[src/rtl/id_operand_unit_if.sv]
// ---------------------------------------------------------------------------
// id_operand_unit_if
// Bundle between the decode stage and id_operand_unit.
//   master : decode-side driver (regfile data, forwarding buses, issuing
//            instruction attributes, pipeline control); receives the
//            resolved operands, stallreq and div_busy.
//   slave  : id_operand_unit.
// Signals:
//   flush, pipe_adv, id_valid         pipeline control
//   raddr1/2, use1/2, rf_rdata1/2     register reads
//   fwd_we, fwd_waddr, fwd_wdata      packed forwarding sources (0 = youngest)
//   iss_we, iss_waddr, iss_is_load,
//   iss_is_div, iss_hilo              attributes of the instruction in ID
//   rdata1/2, stallreq, div_busy      results
// ---------------------------------------------------------------------------
interface id_operand_unit_if #(
    parameter int DATA_W  = 32,
    parameter int NUM_FWD = 3
);
    logic                      flush;
    logic                      pipe_adv;
    logic                      id_valid;
    logic [4:0]                raddr1;
    logic [4:0]                raddr2;
    logic                      use1;
    logic                      use2;
    logic [DATA_W-1:0]         rf_rdata1;
    logic [DATA_W-1:0]         rf_rdata2;
    logic [NUM_FWD-1:0]        fwd_we;
    logic [5*NUM_FWD-1:0]      fwd_waddr;
    logic [DATA_W*NUM_FWD-1:0] fwd_wdata;
    logic                      iss_we;
    logic [4:0]                iss_waddr;
    logic                      iss_is_load;
    logic                      iss_is_div;
    logic                      iss_hilo;
    logic [DATA_W-1:0]         rdata1;
    logic [DATA_W-1:0]         rdata2;
    logic                      stallreq;
    logic                      div_busy;

    modport master (
        output flush, pipe_adv, id_valid, raddr1, raddr2, use1, use2,
               rf_rdata1, rf_rdata2, fwd_we, fwd_waddr, fwd_wdata,
               iss_we, iss_waddr, iss_is_load, iss_is_div, iss_hilo,
        input  rdata1, rdata2, stallreq, div_busy
    );

    modport slave (
        input  flush, pipe_adv, id_valid, raddr1, raddr2, use1, use2,
               rf_rdata1, rf_rdata2, fwd_we, fwd_waddr, fwd_wdata,
               iss_we, iss_waddr, iss_is_load, iss_is_div, iss_hilo,
        output rdata1, rdata2, stallreq, div_busy
    );
endinterface

[src/rtl/id_operand_unit.sv]
// ---------------------------------------------------------------------------
// id_operand_unit
// Decode-stage operand resolution and hazard detection.
//   - Merges regfile read data with NUM_FWD forwarding sources (index 0 is
//     the youngest and wins).
//   - Tracks in-flight loads in a LOAD_LAT-deep scoreboard and raises a
//     load-use stall while a consumer's source is still pending.
//   - Counts down an in-flight divide; HI/LO accesses stall until it ends.
// Ports:
//   clk  clock
//   rst  synchronous active-high reset
//   bus  id_operand_unit_if.slave (see interface for the signal list)
// ---------------------------------------------------------------------------
module id_operand_unit #(
    parameter int DATA_W   = 32,
    parameter int NUM_FWD  = 3,
    parameter int LOAD_LAT = 2,
    parameter int DIV_LAT  = 32
) (
    input logic              clk,
    input logic              rst,
    id_operand_unit_if.slave bus
);
    localparam logic [5:0] DIV_LOAD = 6'(DIV_LAT);

    logic                issue;
    logic                load_hz;
    logic                div_hz;
    logic                stall;
    logic [LOAD_LAT-1:0] sb_valid;
    logic [4:0]          sb_waddr [LOAD_LAT];
    logic [5:0]          div_cnt;
    logic [DATA_W-1:0]   fwd1;
    logic [DATA_W-1:0]   fwd2;
    logic                hit1;
    logic                hit2;

    // Priority search: first hit from index 0 upward is kept.
    always_comb begin
        fwd1 = '0;
        fwd2 = '0;
        hit1 = 1'b0;
        hit2 = 1'b0;
        for (int unsigned i = 0; i < NUM_FWD; i++) begin
            if (!hit1 && bus.fwd_we[i] && (bus.fwd_waddr[5*i +: 5] == bus.raddr1)) begin
                fwd1 = bus.fwd_wdata[DATA_W*i +: DATA_W];
                hit1 = 1'b1;
            end
            if (!hit2 && bus.fwd_we[i] && (bus.fwd_waddr[5*i +: 5] == bus.raddr2)) begin
                fwd2 = bus.fwd_wdata[DATA_W*i +: DATA_W];
                hit2 = 1'b1;
            end
        end
    end

    always_comb begin
        bus.rdata1 = '0;
        bus.rdata2 = '0;
        if (bus.id_valid && (bus.raddr1 != 5'd0))
            bus.rdata1 = hit1 ? fwd1 : bus.rf_rdata1;
        if (bus.id_valid && (bus.raddr2 != 5'd0))
            bus.rdata2 = hit2 ? fwd2 : bus.rf_rdata2;
    end

    // Forwarding never masks a pending load: the scoreboard alone decides.
    always_comb begin
        load_hz = 1'b0;
        for (int unsigned i = 0; i < LOAD_LAT; i++) begin
            if (sb_valid[i] &&
                ((bus.use1 && (bus.raddr1 == sb_waddr[i]) && (bus.raddr1 != 5'd0)) ||
                 (bus.use2 && (bus.raddr2 == sb_waddr[i]) && (bus.raddr2 != 5'd0))))
                load_hz = 1'b1;
        end
        load_hz = load_hz & bus.id_valid;
    end

    always_comb begin
        div_hz       = bus.id_valid & bus.iss_hilo & (div_cnt != 6'd0);
        stall        = (load_hz | div_hz) & ~rst;
        issue        = bus.id_valid & ~stall & bus.pipe_adv;
        bus.stallreq = stall;
        bus.div_busy = (div_cnt != 6'd0);
    end

    // Destination addresses are left unreset; valid bits gate them.
    // Entry 0 receives a bubble whenever ID does not issue.
    always_ff @(posedge clk) begin
        if (rst || bus.flush) begin
            sb_valid <= '0;
            div_cnt  <= '0;
        end else begin
            if (bus.pipe_adv) begin
                for (int unsigned i = 1; i < LOAD_LAT; i++) begin
                    sb_valid[i] <= sb_valid[i-1];
                    sb_waddr[i] <= sb_waddr[i-1];
                end
                sb_valid[0] <= issue & bus.iss_is_load & bus.iss_we & (bus.iss_waddr != 5'd0);
                sb_waddr[0] <= bus.iss_waddr;
            end
            if (issue && bus.iss_is_div)
                div_cnt <= DIV_LOAD;
            else if (div_cnt != 6'd0)
                div_cnt <= div_cnt - 6'd1;
        end
    end
endmodule

[src/flat_wrapper.sv]
// flat-port wrapper written by rule: the top's interface ports become plain ports
module id_operand_unit_flat 
#(
    parameter int DATA_W   = 32,
    parameter int NUM_FWD  = 3,
    parameter int LOAD_LAT = 2,
    parameter int DIV_LAT  = 32
)
  (clk, rst, bus_flush, bus_pipe_adv, bus_id_valid, bus_raddr1, bus_raddr2, bus_use1, bus_use2, bus_rf_rdata1, bus_rf_rdata2, bus_fwd_we, bus_fwd_waddr, bus_fwd_wdata, bus_iss_we, bus_iss_waddr, bus_iss_is_load, bus_iss_is_div, bus_iss_hilo, bus_rdata1, bus_rdata2, bus_stallreq, bus_div_busy);
  id_operand_unit_if #(.DATA_W(DATA_W), .NUM_FWD(NUM_FWD)) bus_i ();
  input logic clk;
  input logic rst;
  input wire logic [$bits(bus_i.flush)-1:0] bus_flush;
  input wire logic [$bits(bus_i.pipe_adv)-1:0] bus_pipe_adv;
  input wire logic [$bits(bus_i.id_valid)-1:0] bus_id_valid;
  input wire logic [$bits(bus_i.raddr1)-1:0] bus_raddr1;
  input wire logic [$bits(bus_i.raddr2)-1:0] bus_raddr2;
  input wire logic [$bits(bus_i.use1)-1:0] bus_use1;
  input wire logic [$bits(bus_i.use2)-1:0] bus_use2;
  input wire logic [$bits(bus_i.rf_rdata1)-1:0] bus_rf_rdata1;
  input wire logic [$bits(bus_i.rf_rdata2)-1:0] bus_rf_rdata2;
  input wire logic [$bits(bus_i.fwd_we)-1:0] bus_fwd_we;
  input wire logic [$bits(bus_i.fwd_waddr)-1:0] bus_fwd_waddr;
  input wire logic [$bits(bus_i.fwd_wdata)-1:0] bus_fwd_wdata;
  input wire logic [$bits(bus_i.iss_we)-1:0] bus_iss_we;
  input wire logic [$bits(bus_i.iss_waddr)-1:0] bus_iss_waddr;
  input wire logic [$bits(bus_i.iss_is_load)-1:0] bus_iss_is_load;
  input wire logic [$bits(bus_i.iss_is_div)-1:0] bus_iss_is_div;
  input wire logic [$bits(bus_i.iss_hilo)-1:0] bus_iss_hilo;
  output wire logic [$bits(bus_i.rdata1)-1:0] bus_rdata1;
  output wire logic [$bits(bus_i.rdata2)-1:0] bus_rdata2;
  output wire logic [$bits(bus_i.stallreq)-1:0] bus_stallreq;
  output wire logic [$bits(bus_i.div_busy)-1:0] bus_div_busy;
  assign bus_i.flush = bus_flush;
  assign bus_i.pipe_adv = bus_pipe_adv;
  assign bus_i.id_valid = bus_id_valid;
  assign bus_i.raddr1 = bus_raddr1;
  assign bus_i.raddr2 = bus_raddr2;
  assign bus_i.use1 = bus_use1;
  assign bus_i.use2 = bus_use2;
  assign bus_i.rf_rdata1 = bus_rf_rdata1;
  assign bus_i.rf_rdata2 = bus_rf_rdata2;
  assign bus_i.fwd_we = bus_fwd_we;
  assign bus_i.fwd_waddr = bus_fwd_waddr;
  assign bus_i.fwd_wdata = bus_fwd_wdata;
  assign bus_i.iss_we = bus_iss_we;
  assign bus_i.iss_waddr = bus_iss_waddr;
  assign bus_i.iss_is_load = bus_iss_is_load;
  assign bus_i.iss_is_div = bus_iss_is_div;
  assign bus_i.iss_hilo = bus_iss_hilo;
  assign bus_rdata1 = bus_i.rdata1;
  assign bus_rdata2 = bus_i.rdata2;
  assign bus_stallreq = bus_i.stallreq;
  assign bus_div_busy = bus_i.div_busy;
  id_operand_unit #(.DATA_W(DATA_W), .NUM_FWD(NUM_FWD), .LOAD_LAT(LOAD_LAT), .DIV_LAT(DIV_LAT)) u_core (.clk(clk), .rst(rst), .bus(bus_i));
endmodule
[config.mk]
export PLATFORM = sky130hd
export DESIGN_NAME = id_operand_unit_flat
export DESIGN_NICKNAME = d
export VERILOG_FILES = /design/src/rtl/id_operand_unit_if.sv /design/src/rtl/id_operand_unit.sv /design/src/flat_wrapper.sv
export SDC_FILE = /design/constraint.sdc
export NUM_CORES = 1
export LEC_CHECK = 0
export CAP_MARGIN = 40
export CORE_AREA = 2 2 81 141
export CTS_CLUSTER_DIAMETER = 40
export CTS_CLUSTER_SIZE = 30
export DETAILED_ROUTE_END_ITERATION = 16
export DIE_AREA = 0 0 83 143
export GPL_ROUTABILITY_DRIVEN = 0
export GPL_TIMING_DRIVEN = 0
export PLACE_DENSITY = 0.88
export SYNTH_ARGS = -nofsm -noshare
export SYNTH_HDL_FRONTEND = slang
export SYNTH_SLANG_ARGS = --single-unit
export TNS_END_PERCENT = 50
[constraint.sdc]
create_clock -name clk -period 2.43 [get_ports clk]
set_input_delay 0.486 -clock clk [delete_from_list [all_inputs] [get_ports clk]]
set_output_delay 0.486 -clock clk [all_outputs]
set_load 0.005 [all_outputs]
## Yosys cells after proc, flatten, opt, wreduce, memory -nomap -nowiden

Memories as Yosys holds them, arrays and structs flattened.
Index checks and enable logic that the tools add are counted.

| word-level totals | value |
|---|---|
| bits in writable memories | 10 |
| input bits | 204 |
| logic and storage cells | 86 |
| latch bits | 0 |
| register bits after elaboration | 8 |
| memories kept | 1 |
| memory bits (read-only) | 0 |
| output and inout port bits | 66 |

Memories:

| memory | words | bits a word | read ports | clocked after memory_dff | wr ports | line | RTL |
|---|---|---|---|---|---|---|---|
| u_core.sb_waddr | 2 | 5 | 2 | 0 | 2 | id_operand_unit.sv:31 | `logic [4:0] sb_waddr [LOAD_LAT];` |

| operators by class | value |
|---|---|
| divide/modulo/power cells | 0 |
| bitwise gates (word level) | 12 |
| add/subtract/negate cells | 1 |
| mux-type cells | 23 |
| multiply operators | 0 |
| reductions and logical operators | 36 |
| magnitude comparators | 0 |
| shift-type cells | 0 |
| equality and inequality tests | 10 |

Operator list:

| cell | count |
|---|---|
| 32-bit 2-to-1 mux | 10 |
| 5-bit == test | 10 |
| 1-bit logical AND | 23 |
| 5-bit nonzero test | 3 |
| 6-bit 2-to-1 mux | 2 |
| 1-bit 2-to-1 mux | 11 |
| 1-bit AND | 9 |
| 6-bit nonzero test | 1 |
| 6-bit by 1-bit subtractor with 6-bit output, second input constant | 1 |
| 1-bit logical NOT | 4 |
| 1-bit logical OR | 3 |
| 1-bit NOT | 2 |
| 2-bit nonzero test | 1 |
| 2-bit OR reduction | 1 |
| 1-bit bitwise OR | 1 |

## Depth between registers and ports, before layout

Gate-level depths: netlist of run 1.

| depth | value |
|---|---|
| depth after elaboration | 16 |
| mapped depth | 10 |
| mapped depth without buffers | 6 |

## Worst setup path after synthesis of run 1

OpenSTA, ideal clock, no wires.

| path | value |
|---|---|
| kind | in2out |
| start point | in bus_raddr2[4] |
| end point | out bus_rdata2[0] |
| data required time | 1.944 ns |
| arrival | 2.126 ns |
| setup slack | -0.182 ns |
| cell stages on the path | 10 |
| buffers on the path | 4 |
| cells stage by stage | buf_4 -> xnor2_2 -> nand4_2 -> o211a_1 -> buf_4 -> or3_4 -> buf_6 -> buf_6 -> o22ai_1 -> nor2_1 |

| between the ends | value |
|---|---|
| longest elaborated chain between the ends | 13 |
| elaborated cells on any way between the ends | 20 |

Ends and longest elaborated chain:

| element | line | RTL |
|---|---|---|
| from (decl) | flat_wrapper.sv:17 | `input wire logic [$bits(bus_i.raddr2)-1:0] bus_raddr2;` |
| 5-bit == test | id_operand_unit.sv:49 | `if (!hit2 && bus.fwd_we[i] && (bus.fwd_waddr[5*i +: 5] == bus.raddr2)) begin` |
| 1-bit logical AND | id_operand_unit.sv:49 |  |
| 1-bit 2-to-1 mux | id_operand_unit.sv:49 |  |
| 1-bit logical NOT | id_operand_unit.sv:49 |  |
| 1-bit logical AND (2 in a row) | id_operand_unit.sv:49 |  |
| 1-bit 2-to-1 mux | id_operand_unit.sv:49 |  |
| 1-bit logical NOT | id_operand_unit.sv:49 |  |
| 1-bit logical AND (2 in a row) | id_operand_unit.sv:49 |  |
| 32-bit 2-to-1 mux or 1-bit 2-to-1 mux (tied branches) | id_operand_unit.sv:49 |  |
| 32-bit 2-to-1 mux | id_operand_unit.sv:62 | `bus.rdata2 = hit2 ? fwd2 : bus.rf_rdata2;` |
| 32-bit 2-to-1 mux (*) | id_operand_unit.sv:61 | `if (bus.id_valid && (bus.raddr2 != 5'd0))` |
| to (decl) | flat_wrapper.sv:31 | `output wire logic [$bits(bus_i.rdata2)-1:0] bus_rdata2;` |

Every way passes the cells marked *; elsewhere a longest branch is shown, timed or not.

## Worst setup path in the final report of run 1

| path | value |
|---|---|
| start point | in bus_raddr2[1] |
| end point | out bus_rdata2[27] |

Same word-level chain as after synthesis.

==> results of run 1 <==
synth_stat cells (all sizes together):
| library cell | instances | share of area [%] |
|---|---|---|
| dfxtp | 8 | 5.1 |
| a21oi | 52 | 8.3 |
| and2 | 3 | 0.60 |
| o221ai | 33 | 9.2 |
| and4b | 1 | 0.32 |
| nand3 | 9 | 1.4 |
| o21ai | 19 | 3.0 |
| nand4 | 7 | 1.6 |
| nor3 | 9 | 1.4 |
| ha | 2 | 0.80 |
| o211ai | 2 | 0.48 |
| and3 | 2 | 0.40 |
| o21a | 3 | 0.72 |
| inv | 4 | 0.48 |
| nand2 | 43 | 5.1 |
| xor2 | 18 | 5.0 |
| nor2 | 40 | 4.8 |
| xnor2 | 37 | 11 |
| o211a | 1 | 0.32 |
| o22ai | 37 | 8.6 |
| buf | 22 | 4.8 |
| a22o | 30 | 8.4 |
| edfxtp | 10 | 9.6 |
| nand3b | 2 | 0.48 |
| or2 | 2 | 0.40 |
| clkbuf | 23 | 2.7 |
| a31oi | 13 | 2.6 |
| mux2i | 1 | 0.32 |
| a311oi | 1 | 0.28 |
| nor4 | 5 | 1.0 |
| or3 | 2 | 0.56 |
cell families (layout without fill, tap and decap cells):
kind of cell,count (synthesis),in the layout,share of synthesized area [%]
simple gates,125,125,18.12
other cells,0,1,0
buf+inv,49,378,8.004
fa+ha+maj,2,2,0.7964
flops,18,18,14.66
xor+xnor,55,55,16.29
compound gates,191,191,41.82
mux,1,1,0.3186
metrics by stage:
step                TNS, ns  worst slack [ns]
global placement     -87.12            -1.597
detailed placement   -88.18            -1.633
global route         -23.41           -0.4846
CTS                  -18.78           -0.3952
floorplan            -1.868          -0.08045
finish               -20.69           -0.4595
area by class of cell:
type                    instances  area (um2)  share of cell area [%]
diodes                          1       2.502                 0.03293
plain buffers                  43       549.3                   7.228
clock buffers                   4       78.83                   1.037
inverters                       4       15.01                  0.1976
multi-input cells             374        3363                   44.25
flip-flops and latches         18       460.4                   6.059
well taps                     130       162.7                   2.140
repair buffers                327        2968                   39.05
worst min path at each step:
stage | slack [ns] | end
after detailed placement | 0.52 | u_core.sb_waddr[0][7]$_DFFE_PP_
after floorplan | 0.49 | u_core.sb_valid[0]$_SDFFE_PP0P_
final | 0.54 | u_core.sb_waddr[0][5]$_DFFE_PP_
after global routing | 0.54 | u_core.sb_waddr[0][5]$_DFFE_PP_
after CTS | 0.53 | u_core.sb_waddr[0][7]$_DFFE_PP_
after global placement | 0.50 | u_core.sb_waddr[0][5]$_DFFE_PP_
metal layers:
layer	GRT usage, %	routed length, um
met2	62.27	11960
met3	11.91	2945
met4	24.16	2455
met1	34.63	7362
met5	0	0
timing repair:
action / 4_1_cts / 5_1_grt
pin swaps: 61 / 56
resized for setup: 478 / 129
buffers inserted: 42 / 16
setup endpoints to repair: 65 / 65
gates cloned: 8 / 3
cells in the final DEF, fill, tap and decap left out, types with 4 or more instances in the layout:
cell type                         synthesis  layout
sky130_fd_sc_hd__clkdlybuf4s50_1          0     175
sky130_fd_sc_hd__buf_2                   12      67
sky130_fd_sc_hd__buf_4                    4      45
sky130_fd_sc_hd__nand2_1                 43      40
sky130_fd_sc_hd__a21oi_2                  0      34
sky130_fd_sc_hd__buf_6                    5      32
sky130_fd_sc_hd__xnor2_1                 33      30
sky130_fd_sc_hd__a22o_1                  30      30
sky130_fd_sc_hd__nor2_1                  40      27
sky130_fd_sc_hd__o22ai_2                  6      16
sky130_fd_sc_hd__o22ai_1                 31      15
sky130_fd_sc_hd__o221ai_1                33      14
sky130_fd_sc_hd__o221ai_2                 0      13
sky130_fd_sc_hd__xor2_1                  18      11
sky130_fd_sc_hd__a21oi_1                 52      11
sky130_fd_sc_hd__buf_12                   0      10
sky130_fd_sc_hd__edfxtp_1                10      10
sky130_fd_sc_hd__a31oi_1                 13       9
sky130_fd_sc_hd__nor3_1                   9       8
sky130_fd_sc_hd__clkbuf_4                 0       8
sky130_fd_sc_hd__nor2_2                   0       8
sky130_fd_sc_hd__o21ai_2                  0       8
sky130_fd_sc_hd__dfxtp_1                  8       8
sky130_fd_sc_hd__buf_8                    0       7
sky130_fd_sc_hd__xor2_2                   0       7
sky130_fd_sc_hd__a21oi_4                  0       7
sky130_fd_sc_hd__o22ai_4                  0       6
sky130_fd_sc_hd__nand4_1                  6       6
sky130_fd_sc_hd__nand3_1                  9       6
sky130_fd_sc_hd__o221ai_4                 0       6
sky130_fd_sc_hd__nor2_4                   0       5
sky130_fd_sc_hd__o21ai_0                 19       5
sky130_fd_sc_hd__clkbuf_8                 0       5
sky130_fd_sc_hd__clkbuf_16                0       5
sky130_fd_sc_hd__buf_16                   0       5
sky130_fd_sc_hd__xnor2_2                  4       4
sky130_fd_sc_hd__clkbuf_2                 0       4
sky130_fd_sc_hd__dlygate4sd2_1            0       4
power by group:
group          switching, mW  internal [mW]
clock network          0.118          0.223
logic                  0.827          0.912
registers             0.0520          0.376
registers in the layout, summed over array words and instances (netlist names):
name / count
u_core.div_cnt: 6
u_core.sb_valid: 2
u_core.sb_waddr: 10
==> results.md, run 1 <==
- The run finished, with violations left.
- The checks that failed: setup timing.
- In this run the tool buffered the top-level ports with 259 buffer cells.
- STA puts the critical path data arrival time at 2.40 ns.
- For this block, the via count after detailed routing is 5838.
- The number of top-level design ports is 270.
- The total DRC errors in the routed layout is 0.
- The worst slew margin relative to its limit is 57.81%.
- From left edge to right edge, the die measures 83 um.
- The starting density of the core is 29.37%.
- The critical path goes through buf_12, buf_4, xor2_2, nor4_2, and3_4, or3_4, buf_12, buf_12, o22ai_2, nor2_1, buf_2.
- The leakage component of the power is 2.912 nW.
- The floorplan has 50 rows.
- The via-per-instance ratio is 6.479.
- The cell depth of the worst flop-to-flop path is 7.
- Of the synthesized area, sequential elements account for 14.66%.
- The power per cell area is 330.2 nW/um2.
- Counting every instance in the synthesized netlist gives 441.
- Across the run, the number of max-cap violations was 0.
- The critical path in this run is classified as in -> out.
- The total overflow left after global routing is 0.
- The die extent in y is 143 um.
- Synthesis produced a netlist with a net count of 647.
- In this run the worst path has a maximum fanout of 6.
- Including well taps, the total number of placed cells is 830.
- The critical path ends at bus_rdata2[27].
- The global-route wire length before repair is 33.00 mm.
- Entering global routing, the biggest net connects 11 pins.
- TritonCTS built the clock tree.
- The design draws 2.509 mW.
- The number of antenna violations at the first check in global routing is 1.
- The slew of the pin with the lowest slew margin is 0.6329 ns.
- The count of pins over their slew limit is 0.
- The count of hold-fix buffers inserted at cts is 0.
- The area after detailed placement is 6077 um2.
- The detailed placement HPWL is 16.15 mm.
- In this run, distinct cell masters in the synthesized netlist total 38.
- The number of cells on the critical path is 11.
- On the worst path, the slowest cell contributes a delay of 0.33 ns.
- Excluding fillers, the count of instances in the completed layout stands at 901.
- The placeable core area is 10700 um2.
- The filler cell count is 687.
- The count of antenna-violating nets left after detailed routing is 0.
- The sort of element at the start of the critical path is a primary input.
- Across every metal layer, demand over resource in global routing totals 35.31%.
- The growth of design area from synthesis to finish is 141.9%.
- For the worst-skew pair, the clock arrives at the later sink with an insertion delay of 0.25 ns.
- The worst setup path is captured at a primary output.
- Of the cells placed in the final design, the portion with a size suffix greater than 1 is 43.51%.
- Across the routed clock network, the largest skew measured is 0.004924 ns.
- CTS built an H-tree with a depth of 1.
- In this run the critical register-to-register path is captured at u_core.div_cnt[0]$_SDFFE_PP0P_.
- In the finished design, the share of the clock period the worst path needs comes to 118.9%.
- Setup violations remaining at the end of the flow were counted as 65.
- The worst-case IR drop observed on VDD is 0.0008140 V.
- Setup repair after global routing could not meet its margin everywhere.
- The number of global-route vias before repair came to 5794.
- The clock period minus worst slack is 2.889 ns.
- On the critical path, the stage with the largest delay is an instance of sky130_fd_sc_hd__nor4_2.
- The number of nets in the layout is 977.
- The clock net in this run drives a total of 18 sinks.
- The total CTS buffers is 3.
- The clock passes through at most 2 buffers.
- Setup slack on the critical path of the routed design comes to -0.4595 ns.
- The hold path startpoint is u_core.sb_waddr[0][0]$_DFFE_PP_.
- Dividing the synthesized area by the synthesized cell count gives 7.124 um2.
- The maximum clock rate is 346.1 MHz.
- For the worst setup path, the data required time is 1.94 ns.
- In this design, the largest share of critical-path delay is due to simple AND/OR/NAND/NOR gates.
- The average wire per standard cell is 27.43 um.
- The floorplan step defined a die boundary enclosing 11870 um2.
- The number of warnings printed during yosys synthesis is 0.
- After detailed routing, the total wire length is 24.72 mm.
- In this run the cell area of the synthesized design comes to 3142 um2.
- The length of the first detailed-routing pass in iterations is 5.
- The worst hold path belongs to the class reg -> reg.
- The flip-flop and latch count after synthesis is 18.
- The worst hold margin is 0.5402 ns.
- After routing the design area is 7600 um2.
- The iteration-0 DRC count of the detailed router is 527.
- The worst hold path was traced through 0 stages.
- The utilization after layout is 71.04%.
- The clock-pin transition on the worst setup and hold timing paths is 0.06 ns.
- The startpoint of the lowest-slack register-to-register path is u_core.sb_waddr[0][2]$_DFFE_PP_.
- The beginning of the critical path is bus_raddr2[1].
- The final hold violation count is 0.
- Counting both buffers and inverters, the worst setup path holds a total of 5.
- The most common cell type on the critical path is sky130_fd_sc_hd__buf_12.
- CTS placed an instance of sky130_fd_sc_hd__clkbuf_16 at the clock tree root.
- The setup check on the worst reg-to-reg path leaves a slack of 0.46 ns.
Note: power is estimated with default switching activity, not from simulation.
==> run 2: changes to the inputs <==
--- a/config.mk
+++ b/config.mk
@@ -6,14 +6,18 @@
 export NUM_CORES = 1
 export LEC_CHECK = 0
 export CAP_MARGIN = 40
-export CORE_AREA = 2 2 81 141
+export CELL_PAD_IN_SITES_DETAIL_PLACEMENT = 1
+export CELL_PAD_IN_SITES_GLOBAL_PLACEMENT = 1
+export CORE_AREA = 2 2 104 106
 export CTS_CLUSTER_DIAMETER = 40
 export CTS_CLUSTER_SIZE = 30
 export DETAILED_ROUTE_END_ITERATION = 16
-export DIE_AREA = 0 0 83 143
+export DIE_AREA = 0 0 106 108
+export DONT_BUFFER_PORTS = 1
 export GPL_ROUTABILITY_DRIVEN = 0
 export GPL_TIMING_DRIVEN = 0
-export PLACE_DENSITY = 0.88
+export HOLD_SLACK_MARGIN = 0.06
+export PLACE_DENSITY = 0.75
 export SYNTH_ARGS = -nofsm -noshare
 export SYNTH_HDL_FRONTEND = slang
 export SYNTH_SLANG_ARGS = --single-unit
==> results.md, run 2 (synthesis gave the netlist of run 1 again) <==
- The run finished, with violations left.
- The final reports fail on setup timing.
- Once layout is complete, the cells apart from fillers number 625.
- The count of antenna-violating nets left after detailed routing is 0.
- The largest net degree at the start of global routing is 12.
- In the final layout, the registers with the most flip-flops are u_core.sb_waddr (10), u_core.div_cnt (6), u_core.sb_valid (2).
- The leakage component of the power is 1.610 nW.
- The count of buffers added on input and output ports is 0.
- From synthesis to final layout, the design area changed by 59.34%.
- In the layout the commonest cells are 41 x sky130_fd_sc_hd__nand2_1, 34 x sky130_fd_sc_hd__buf_4, 33 x sky130_fd_sc_hd__xnor2_1.
- The TritonCTS sink count is 18.
- For this configuration, the core starts out at a cell density of 30.71%.
- The die extent in y is 108 um.
- The root buffer cell is sky130_fd_sc_hd__clkbuf_8.
- The placeable core area is 10230 um2.
- Along the worst path, the maximum fanout reaches 6.
- In this run, the number of DRC markers left after iteration 0 of detailed routing was 329.
- The initialized floorplan defines 37 standard-cell rows.
- The horizontal die dimension is 106 um.
- Summed over all layers, the routed wires come to 19.55 mm.
- In the routed layout, each cell is associated on average with a via count of 6.610.
- The total global routing overflow is 0.
- The most common cell after layout, fill and taps aside is sky130_fd_sc_hd__nand2_1.
- The tool flagged a number of max-cap violations equal to 0.
- The power per cell area is 352.3 nW/um2.
- Setup repair after global routing could not meet its margin everywhere.
- The final hold violation count was 0.
- In the post-route analysis, the smallest setup slack over all paths is -0.3222 ns.
- The finished cells cover 5006 um2.
- The completed layout was analyzed and its total power is 1.763 mW.
- Walking the worst path, the cells encountered are buf_12, xnor2_4, nand4_4, o211a_1, buf_6, or3_4, buf_12, buf_12, o22ai_2, nor2_2.
- The count of pins over their slew limit came to 0.
- Dividing the detail-routed wire length by the instance count gives 31.27 um.
- After layout, the minimum clock period comes to 2.752 ns.
- The register with the most flip-flops in the layout has 10 of them.
- The worst hold-check path type is in -> reg.
- In this run the number of H-tree levels came out at 1.
- After clock tree synthesis, the flow added hold-fix buffers numbering 0.
- The worst setup path is launched from a primary input.
- The largest single stage delay on the critical path is 0.40 ns.
- The slew of the pin with the lowest slew margin is 0.5949 ns.
- In this run, placement finished with an instance count of 578.
- In the final layout, the share of cells above drive strength 1 is 45.19%.
- The clock passes through at most 2 buffers.
- The worst-case IR drop observed on VDD is 0.0005489 V.
- The worst-path cell with the longest stage delay is sky130_fd_sc_hd__or3_4.
- In this run the count of I/O pins placed on the die edge is 270.
- The worst clock skew is 0.008849 ns.
- Counting stages on the worst path, the most repeated cell is sky130_fd_sc_hd__buf_12.
- Ranked by flip-flop count, first place goes to u_core.sb_waddr.
- The required time of the worst setup path is 1.94 ns.
- The overall global routing resource usage is 31.01%.
- The number of nets in the layout is 696.
- The detailed placement HPWL is 14.36 mm.
- The first global-routing pass estimated 27.17 mm of wire.
- Based on the critical path, the design can be clocked at up to 363.4 MHz.
- The first TritonRoute pass finished after 4 iterations.
- The routed layout has 4131 vias.
- The filler cells instantiated in the layout total 1154.
- Headroom to the max-slew limit came out at 60.34%.
- The final cycle utilization of the critical path is 113.3%.
- The clock reaches the later pin of the worst-skew pair after 0.25 ns.
- 0 antenna diodes ended up in the layout.
- The kind of critical path is in -> out.
- The post-place setup slack is -0.7944 ns.
- The total CTS buffers is 3.
- In this run the cell area measured after placement is 3500 um2.
- The total setup violations reported at the end of the flow is 64.
- The combined flip-flop and latch cell area is 460.4 um2.
- The total DRC errors in the routed layout is 0.
- The number of antenna violations at the first check in global routing is 0.
- Data arrives at the worst endpoint at 2.27 ns.
- The multi-input combinational cell area is 3349 um2.
- The critical path endpoint category is a primary output.
- Clock-pin slew was measured on the worst setup and hold paths at 0.07 ns.
- The total die area is 11450 um2.
- TritonCTS built the clock tree.
- The number of global-route vias before repair is 4385.
run 2: changes by cell type in the layout (fill, tap and decap cells not counted), moves of 9 or more:
cell,previous run,this run
sky130_fd_sc_hd__buf_6,32,14
sky130_fd_sc_hd__o22ai_2,16,7
sky130_fd_sc_hd__buf_2,67,4
sky130_fd_sc_hd__clkdlybuf4s50_1,175,0
sky130_fd_sc_hd__buf_4,45,34
run 2: routing by layer:
layer / share of wire, % / track usage [%]
met1: 36 / 37.08
met2: 50 / 53.82
met3: 9.5 / 8.981
met4: 4.1 / 9.774
met5: 0 / 0
run 2: final cells by class:
| class | instances | share of cell area [%] |
|---|---|---|
| multi-input cells | 374 | 66.91 |
| plain buffers | 42 | 9.748 |
| repair buffers | 47 | 9.548 |
| flip-flops and latches | 18 | 9.198 |
| well taps | 136 | 3.399 |
| clock buffers | 3 | 0.8248 |
| inverters | 4 | 0.2999 |
| clock inverters | 1 | 0.07498 |
run 2: worst max-delay path, delay by kind of cell:
| family | cells | cell delay (ns) |
|---|---|---|
| AO/OA/AOI/OAI | 2 | 0.41 |
| buffers and inverters | 4 | 0.55 |
| XOR/XNOR | 1 | 0.19 |
| AND/OR/NAND/NOR | 3 | 0.62 |
run 2: path summary, 6_finish.rpt:
kind                                   start                         endpoint  slack, ns  cells past startpoint
min reg2reg  u_core.sb_waddr[0][4]$_DFFE_PP_  u_core.sb_waddr[0][9]$_DFFE_PP_       0.55                      0
min                                bus_flush   u_core.div_cnt[0]$_SDFFE_PP0P_       0.30                      1
max                            bus_raddr2[0]                   bus_rdata2[22]      -0.32                     10
max reg2reg  u_core.sb_waddr[0][3]$_DFFE_PP_   u_core.div_cnt[0]$_SDFFE_PP0P_       0.59                      7
run 2: per-stage QoR:
stage | setup TNS, ns | hold WS, ns | utilization, %
floorplan | -1.868 | 0.4908 | -
global placement | -34.47 | 0.5198 | 34.13
detailed placement | -36.81 | 0.5385 | 34.21
CTS | -10.41 | 0.2954 | 42.36
global route | -16.30 | 0.2839 | 48.93
finish | -13.04 | 0.2978 | 48.93
run 2: power by group:
group | internal, mW | switching (mW)
Clock | 0.112 | 0.0949
Combinational | 0.516 | 0.618
Sequential | 0.376 | 0.0465
run 2: what timing repair did:
action / in CTS / in global routing
endpoints found under the setup margin: 64 / 64
cloned: 4 / 3
gates resized for setup: 142 / 98
pin swaps: 34 / 38
setup buffers: 29 / 12
==> run 3: changes to the inputs <==
--- a/config.mk
+++ b/config.mk
@@ -5,7 +5,7 @@
 export SDC_FILE = /design/constraint.sdc
 export NUM_CORES = 1
 export LEC_CHECK = 0
-export CAP_MARGIN = 40
+export CAP_MARGIN = 20
 export CELL_PAD_IN_SITES_DETAIL_PLACEMENT = 1
 export CELL_PAD_IN_SITES_GLOBAL_PLACEMENT = 1
 export CORE_AREA = 2 2 104 106
==> results.md, run 3 (synthesis gave the netlist of run 1 again) <==
- The area growth from synthesis to layout is 59.78%.
- From bottom edge to top edge, the die measures 108 um.
- The total CTS buffers is 3.
- In the layout the commonest cells are 41 x sky130_fd_sc_hd__nand2_1, 39 x sky130_fd_sc_hd__buf_4, 32 x sky130_fd_sc_hd__xnor2_1.
- The total DRC errors in the routed layout is 0.
- The total via count after detailed routing is 4172.
- The checks that failed: setup timing.
- The multi-input combinational cells in the finished layout cover a total of 3369 um2.
- The initialized floorplan defines 37 standard-cell rows.
- For this design the static power due to leakage is 1.604 nW.
- The critical path goes through buf_12, xnor2_4, nand4_4, o211a_4, or3_4, buf_12, clkbuf_16, o22ai_4, nor2_4.
- The later pin in the worst-skew pair is clocked with a latency of 0.25 ns.
- The global-route wire length before repair is 27.12 mm.
- Together, buffers and inverters on the worst path number 3.
- The most common cell type on the critical path is sky130_fd_sc_hd__buf_12.
- Global routing finished with a remaining overflow of 0.
- Global routing consumed, over all layers together, 31.24% of the routing resources.
- The critical path endpoint category is a primary output.
- Of the cells placed in the final design, the portion with a size suffix greater than 1 is 45.08%.
- Setup repair after global routing could not meet its margin everywhere.
- The count of pins over their slew limit is 0.
- The die is 106 um wide.
- The clock network burns 11.7% of the power.
- The worst hold margin is 0.2981 ns.
- The starting density of the core is 30.71%.
- The final hold violation count was 0.
- The worst clock skew is 0.005049 ns.
- Along the worst path, the maximum fanout reaches 6.
- TritonCTS built the clock tree.
- The sort of element at the start of the critical path is a primary input.
- In this run the tool buffered the top-level ports with 0 buffer cells.
- The largest single stage delay on the critical path is 0.38 ns.
- The clock drives 18 sinks.
- The total routed wirelength is 19.84 mm.
- Dividing the detail-routed wire length by the instance count gives 31.79 um.
- The placeable core area is 10230 um2.
- Setup violations remaining at the end of the flow were counted as 64.
- Summing all flip-flop and latch instances after layout gives 460.4 um2.
- The category of cells accounting for the largest share of critical-path delay is simple AND/OR/NAND/NOR gates.
- For this run, the detailed router's first-pass iteration total came to 5.
- Internal power comes to 1.007 mW.
- Data on the critical path arrives at its endpoint at 2.16 ns.
- The detail route stage leaves a number of antenna-violating nets equal to 0.
- The maximum clock rate is 377.5 MHz.
- The fraction of power spent switching nets is 43.49%.
- The root buffer cell is sky130_fd_sc_hd__clkbuf_8.
- The worst setup path is of the in -> out kind.
- For this block, the initial DRC count from the detailed router was 375.
- The worst-case IR drop observed on VDD is 0.0006265 V.
- The number of global-route vias before repair is 4464.
- The number of flip-flops under the largest register name is 10.
- The buffer depth of the longest clock path is 2.
- Per report_power, the combinational group accounts for 64.6% of the total.
- The die covers 11450 um2.
- The worst hold-check path type is in -> reg.
- The most common cell after layout, fill and taps aside is sky130_fd_sc_hd__nand2_1.
- The global-route met2 utilization is 56.08%.
- The register name with the most flops is u_core.sb_waddr.
- The global routing stage identified its most utilized layer as met2.
- The clock period minus worst slack is 2.649 ns.
- The run finished, with violations left.
- 270 I/O pins were placed.
- The area after detailed placement is 3492 um2.
- Headroom to the max-slew limit came out at 65.38%.
- The filler cell count is 1137.
- Setup slack on the critical path of the routed design comes to -0.2188 ns.
- The net switching power is 0.7753 mW.
- The worst-path cell with the longest stage delay is sky130_fd_sc_hd__or3_4.
- The final cycle utilization of the critical path is 109.0%.
- Max-cap violations in this run came to 0.
- The required time of the worst setup path is 1.94 ns.
- 0 antenna diodes ended up in the layout.
- Global routing used 33.86% of the available met1 tracks.
- Power spread over the standard cell area amounts to 355.1 nW/um2.
- Of the total power, registers draw 23.7%.
- The clock-pin transition on the worst setup and hold timing paths is 0.07 ns.
- For the pin with the worst max-slew slack, the measured transition is 0.5193 ns.
- The post-layout instance area is 5020 um2.
- For this run, the post-layout net count is 695.
- In the global route stage, met3 resource usage came out at 9.765%.
- The count of hold-fix buffers inserted at cts is 0.
- The via-per-instance ratio is 6.686.
- The detailed placement HPWL is 14.30 mm.
- The largest registers in the layout are u_core.sb_waddr (10), u_core.div_cnt (6), u_core.sb_valid (2).
- The largest net degree at the start of global routing is 12.
- The H-tree level count is 1.
- The number of antenna violations at the first check in global routing came to 0.
[run 3: stage by stage]
stage               utilization (%)  setup WS [ns]  instances  power (mW)  TNS (ns)
global placement              34.13        -0.8000        577       1.268    -34.47
global route                  49.06        -0.3070        624       1.904    -12.41
finish                        49.06        -0.2188        624       1.783    -8.862
detailed placement            34.13        -0.8752        577       1.314    -37.69
floorplan                         -       -0.08045        441       1.114    -1.868
CTS                           43.98        -0.2378        612       1.673    -11.29
[run 3: cell type report]
class	instances	area share [%]
clock inverter	1	0.07478
timing repair buffer	47	9.148
clock buffer	3	0.8225
buffer	41	9.970
sequential	18	9.172
multi-input combinational	374	67.12
tap	136	3.390
inverter	4	0.2991
[run 3: final timing paths]
check	start	endpoint	slack [ns]	cells past startpoint
max	bus_raddr2[3]	bus_rdata2[23]	-0.22	9
min	bus_flush	u_core.div_cnt[0]$_SDFFE_PP0P_	0.30	1
max reg2reg	u_core.div_cnt[3]$_SDFFE_PP0P_	u_core.div_cnt[5]$_SDFFE_PP0P_	0.55	6
min reg2reg	u_core.sb_waddr[0][2]$_DFFE_PP_	u_core.sb_waddr[0][7]$_DFFE_PP_	0.54	0
[run 3: power groups by stage]
stage / Sequential, mW / Combinational, mW / Clock [mW]
after floorplan: 0.416 / 0.698 / 0
after detailed placement: 0.430 / 0.885 / 0
after global placement: 0.425 / 0.843 / 0
final: 0.423 / 1.15 / 0.208
after CTS: 0.423 / 1.04 / 0.211
after global routing: 0.431 / 1.25 / 0.221
[run 3: routing by layer]
layer	wire length, um	vias to the layer above
li1	-	1790
met1	6867	2061
met2	10120	258
met3	1885	63
met4	970	0
met5	0	-
[run 3: what timing repair did]
action / 4_1_cts / 5_1_grt
pin swaps: 26 / 30
setup endpoints to repair: 64 / 65
buffers inserted: 29 / 14
resized for setup: 161 / 87
cloned: 5 / 1
